$ cat config.mk
export PLATFORM = sky130hd
export DESIGN_NAME = data_1_to_4
export DESIGN_NICKNAME = d
export VERILOG_FILES = /design/src/rtl/data_1_to_4.sv
export SDC_FILE = /design/constraint.sdc
export NUM_CORES = 1
export LEC_CHECK = 0
export CORE_MARGIN = 10
export CORE_UTILIZATION = 50
export CTS_BUF_LIST = sky130_fd_sc_hd__clkbuf_2
export DETAILED_ROUTE_END_ITERATION = 12
export PLACE_DENSITY_LB_ADDON = 0.1
export SYNTH_ARGS = -nofsm -noshare
export SYNTH_HDL_FRONTEND = slang
export SYNTH_SLANG_ARGS = --single-unit
$ cat constraint.sdc
create_clock -name clk -period 4.6 [get_ports clk]
set_input_delay 1.15 -clock clk [delete_from_list [all_inputs] [get_ports clk]]
set_output_delay 1.15 -clock clk [all_outputs]
set_load 0.02 [all_outputs]
$ cat src/rtl/data_1_to_4.sv
// data_1_to_4 -- registered 1-to-4 data distributor.
//
// One producer offers a word together with a channel select (or a broadcast
// flag). Each accepted word lands in a one-entry holding slot per destination
// channel. Each slot is presented to its sink with a valid/ready handshake.
// A slot can be drained and refilled in the same cycle, so each channel
// streams at one word per cycle. Each channel also keeps a wrapping count of
// completed output handshakes.
//
// Ports:
//   clk, rst_n            clock; synchronous active-low reset
//   in_valid/in_ready     producer handshake (in_ready is combinational from
//                         out_ready, in_sel and in_bcast, never from in_valid)
//   in_data, in_sel       word and destination channel 0..3
//   in_bcast              deliver the word to all four channels
//   out_valid[k]          channel k slot holds a word
//   out_ready[k]          sink k takes the word this cycle
//   out_data0..3          holding register of each channel
//   cnt0..3               completed output handshakes per channel (wrapping)
module data_1_to_4 #(
  parameter int WIDTH = 32,
  parameter int CNT_W = 8
) (
  input  logic             clk,
  input  logic             rst_n,
  input  logic             in_valid,
  output logic             in_ready,
  input  logic [WIDTH-1:0] in_data,
  input  logic [1:0]       in_sel,
  input  logic             in_bcast,
  output logic [3:0]       out_valid,
  input  logic [3:0]       out_ready,
  output logic [WIDTH-1:0] out_data0,
  output logic [WIDTH-1:0] out_data1,
  output logic [WIDTH-1:0] out_data2,
  output logic [WIDTH-1:0] out_data3,
  output logic [CNT_W-1:0] cnt0,
  output logic [CNT_W-1:0] cnt1,
  output logic [CNT_W-1:0] cnt2,
  output logic [CNT_W-1:0] cnt3
);

  logic [3:0]       vld_p1;
  logic [WIDTH-1:0] data_p1 [4];
  logic [CNT_W-1:0] cnt_p1  [4];

  logic [3:0] can;
  logic [3:0] wr;
  logic [3:0] drain;
  logic       accept;

  function automatic logic [CNT_W-1:0] cnt_inc(input logic [CNT_W-1:0] c);
    return c + CNT_W'(1);
  endfunction

  // Stage 0: handshake decode. A slot can take a word if it is empty or is
  // being drained this cycle.
  always_comb begin
    can    = ~vld_p1 | out_ready;
    in_ready = in_bcast ? (&can) : can[in_sel];
    accept = in_valid & in_ready;
    wr     = 4'b0000;
    if (accept) begin
      wr = in_bcast ? 4'b1111 : (4'b0001 << in_sel);
    end
    drain  = vld_p1 & out_ready;
  end

  // Stage 1: holding slots and delivery counters. A write in the same cycle
  // as a drain keeps the slot full with the new word.
  always_ff @(posedge clk) begin
    if (!rst_n) begin
      vld_p1 <= 4'b0000;
      for (int k = 0; k < 4; k++) begin
        data_p1[k] <= '0;
        cnt_p1[k]  <= '0;
      end
    end else begin
      vld_p1 <= (vld_p1 & ~drain) | wr;
      for (int k = 0; k < 4; k++) begin
        if (wr[k]) begin
          data_p1[k] <= in_data;
        end
        if (drain[k]) begin
          cnt_p1[k] <= cnt_inc(cnt_p1[k]);
        end
      end
    end
  end

  assign out_valid = vld_p1;
  assign out_data0 = data_p1[0];
  assign out_data1 = data_p1[1];
  assign out_data2 = data_p1[2];
  assign out_data3 = data_p1[3];
  assign cnt0      = cnt_p1[0];
  assign cnt1      = cnt_p1[1];
  assign cnt2      = cnt_p1[2];
  assign cnt3      = cnt_p1[3];

endmodule

# Word level (Yosys, flattened, before mapping)
# Memories as Yosys holds them, arrays and structs flattened.
# Index checks and enable logic that the tools add are counted.
# word_totals
ff_bits	4
n_memories	2
word_cells	63
in_bits	42
rom_bits	0
latchBits	0
out_inout_bits	165
ram_bits	160
# op_classes
bitwise_logic	15
addsub	4
n_mul	0
shift	1
reduce_logical	1
n_mux	38
n_eq_ne	0
magnitude_cmp	1
div	0
# mem_list
memory	depth	width	read_ports	rd_ports_with_merged_regs	wr	line_no	rtl
data_p1	4	32	4	0	4	44	logic [WIDTH-1:0] data_p1 [4];
cnt_p1	4	8	4	0	4	45	logic [CNT_W-1:0] cnt_p1 [4];
# ops
cell	n
2-to-1 mux 32 bit	4
adder 8 x 1 -> 8 bit, second input constant	4
2-to-1 mux 8 bit	4
2-to-1 mux 1 bit	27
bitwise AND 4 bit	2
2-to-1 mux 4 bit	2
inverter 4 bit	2
bitwise OR 1 bit	8
bitwise OR 4 bit	2
AND reduction 4 bit	1
left shift 1 x 2 -> 4 bit, first input constant	1
< comparator 2 x 3 -> 1 bit, second input constant	1
binary-select mux 1 bit (select 2 bit)	1
bitwise AND 1 bit	1

# Logic depth before layout (Yosys ltp)
# depth
word_depth	11
ltp_mapped	6
depth_no_buf	5

# Least setup slack after synthesis
# Ideal clock, no wire load.
# synth_path
kind	input -> output
startpoint	input port in_bcast
endpoint	output port in_ready
t_arrival_ns	2.360
t_required_ns	3.450
path_stages	5
path_buffers	1
path_slack_ns	1.090
cell_sequence	buf_2 o21ba_2 o221a_2 inv_1 a221oi_1
# synth_between
elab_chain_len	1
# synth_rtl
item	line_no	rtl
start: declaration	30	input logic in_bcast,
2-to-1 mux 1 bit	60	in_ready = in_bcast ? (&can) : can[in_sel];
end: declaration	27	output logic in_ready,
# No other way between the ends.

# Worst setup path in the final report
# layout_path
startpoint	input port in_sel[0]
endpoint	output port in_ready
# layout_between
elab_chain_len	3
# layout_rtl
item	line_no	rtl
start: declaration	29	input logic [1:0] in_sel,
binary-select mux 1 bit (select 2 bit)	60	
2-to-1 mux 1 bit (not written as such)	60	
2-to-1 mux 1 bit	60	
# No other way between the ends. The select of a mux whose other input is x is not followed.

==> impl_metrics.yaml <==
status:
  status: "completed"
synthesis:
  synth_edf_count: 160
  synth_top_family_by_area: "simple AND/OR/NAND/NOR gates"
  ys_seq_elements: 164
  ys_warn_count: 0
  syn-num-nets: 525
  synthXorXnorAreaFrac: 0.03143
  synth_adder_area_share: 0.007808
  avgSynthCellArea_um2: 13.38
  ys_types: 30
  synthCells: 479
  postSynth.asyncResetShare: 0
  synth_area_um2: 6410
  synthMuxAreaShare: 0
  synth_ff_type: "edfxtp_1"
  yosys.area_share.simple: 0.1562
  synth_compound_area_frac: 0.02479
  synth-seq-area-share: 0.7621
floorplan:
  fp.dieArea_um2: 17750
  die_x_um: 133.2
  die_h_um: 133.2
  core-area_um2: 12570
  ios: 207
  std_cell_rows: 41
  start_util: 0.5100
cells_and_area:
  final_util: 0.7121
  finalInstanceArea_um2: 8950
  final_common_cell: "clkdlybuf4s50_1"
  fillers: 879
  layout_common_cells: "clkdlybuf4s50_1, nor2_1, edfxtp_1"
  area_growth_pct: 39.63
  num_antenna_cells: 0
  drive_above_1_share: 0.06921
  fin_nets: 741
sta:
  worst_pin_slew_ns: 0.8610
  setup_slack_ns: 0.2420
  clock_skew_ns: 0.01904
  min_period_ns: 4.358
  hold_violations: 0
  fmax_ghz: 0.2295
  fin_crit_sh: 0.9474
  tns_ns: 0
  setup_viol: 0
  drv_slew: 0
  rsz0062_at_grt: "false"
  slew_headroom: 0.4240
worst_setup_path:
  critPathSlowestCell: "clkdlybuf4s50_1"
  path_cells: "clkdlybuf4s50_1, o21ba_2, o221a_2, inv_1, a221oi_1, clkdlybuf4s50_1"
  crit_top_cell: "clkdlybuf4s50_1"
  cp-end-kind: "output port"
  slowest_delay_ns: 0.65
  critPathTopFamily: "buffers and inverters"
  worst-path-buf-inv: 3
  arrival_ns: 3.21
  crit_path_start_kind: "input port"
  critPathKind: "input port to output port"
  path_max_fanout: 7
  critPathRequiredTime_ns: 3.45
drt:
  dr_total_vias: 4478
  drtPass1Iterations: 4
  via_per_inst: 5.089
  drt_iter0_markers: 256
  remaining_drc_errors: 0
  wirelength_um: 17490
  wire_per_inst_um: 19.88
  detail-route-antenna-nets: 0
clock_network:
  clock_path_buffers: 2
  ctsResizeCount: 0
  clk_latency_ns: 0.74
  path_clk_slew_ns: 0.19
  holdBufCountCts: 0
  ctsRootBufferMaster: "clkbuf_2"
  cts_tree: "yes"
  post_cts_buffers: 0
  cts_made_buffers: 17
  htree_num_levels: 4
  cts_sinks: 164
global_route:
  grt_antenna_before_repair: 0
  grt-ovfl-total: 0
  grt_use_total: 0.1982
  grt_pass1_wl_um: 27150
  grt_pass1_vias: 4627
  grt_max_degree: 48
placement:
  routabilityCongestion: 0.8298
  post-place-ws_ns: 0.2530
  port_buffers: 206
  dpl_cell_area_um2: 8712
  dpl.hpwl_um: 12340
worst_hold_path:
  hold_class: "flip-flop to flip-flop"
pwr:
  ir_worst_vdd_mv: 0.2815
  power_density_nw_per_um2: 372.8
  leakage_uw: 0.003310
flow_run:
  drv_cap: 0
## flip-flops by register name, summed over array words and instances (netlist names)
name,count
cnt_p1,32
data_p1,128
out_valid,4
## area by class of cell
cell class / instances / area (um^2) / area share
flip-flops and latches: 164 / 4885 / 0.5458
repair buffers: 216 / 2132 / 0.2382
well taps: 172 / 215.2 / 0.02405
inverters: 7 / 26.28 / 0.002936
multi-input cells: 289 / 1454 / 0.1624
clock buffers: 20 / 100.1 / 0.01118
clock inverters: 12 / 137.6 / 0.01538
## cells in the mapped netlist, drive strengths merged (2+ instances only)
cell	count	area (um^2)
o211ai	2	25.02
nor2	162	608.1
nand2b	5	31.28
clkbuf	6	22.52
ha	4	50.05
and3	6	37.54
dfxtp	4	80.08
o221ai	2	30.03
edfxtp	160	4805
nand2	49	183.9
buf	13	65.06
xnor2	8	70.07
nand3	18	90.09
a21boi	4	30.03
inv	7	26.28
xor2	15	131.4
## worst reg2reg max path: cells and delay by family (launching register included)
kind | cells | cell delay, ns
and+or+nand+nor | 2 | 0.83
AOI/OAI and AO/OA | 2 | 0.72
DFF | 1 | 0.38
## kinds of logic (layout without fill, tap and decap cells)
logic type	after synthesis	in the layout
buffers and inverters	26	255
adder cells (fa/ha/maj)	4	4
AND/OR/NAND/NOR	247	247
AO/OA/AOI/OAI	15	15
XOR/XNOR	23	23
flip-flops	164	164
## metal layers
layer / up-vias / wire length [um] / GRT usage
met4: 0 / 295 / 0.06469
met2: 181 / 8215 / 0.3060
met1: 2186 / 6973 / 0.2365
met5: - / 0 / 0
met3: 19 / 2009 / 0.1008
li1: 2092 / - / -
## through the flow
stage / hold WS [ns] / instances / power (uW)
CTS: 0.5809 / 880 / 3365
detailed placement: 0.5614 / 848 / 2603
global route: 0.6393 / 880 / 3470
finish: 0.5754 / 880 / 3336
global placement: 0.5581 / 848 / 2593
floorplan: 0.5990 / 479 / 2204
## worst paths after layout
| check | slack [ns] | end | depth (start not counted) | start |
|---|---|---|---|---|
| hold reg to reg | 0.58 | out_valid[1] | 2 | out_valid[1] |
| hold / removal | 0.58 | out_valid[1] | 2 | out_valid[1] |
| setup reg to reg | 2.31 | data_p1[1][9] | 4 | out_valid[1] |
| setup / recovery | 0.24 | in_ready | 6 | in_sel[0] |
## report_power, final
| part | switching, uW | total [uW] | internal (uW) |
|---|---|---|---|
| clock | 476 | 777 | 301 |
| combinational | 418 | 711 | 293 |
| sequential | 54.8 | 1850 | 1790 |
Power figures use the tool's default switching activity.
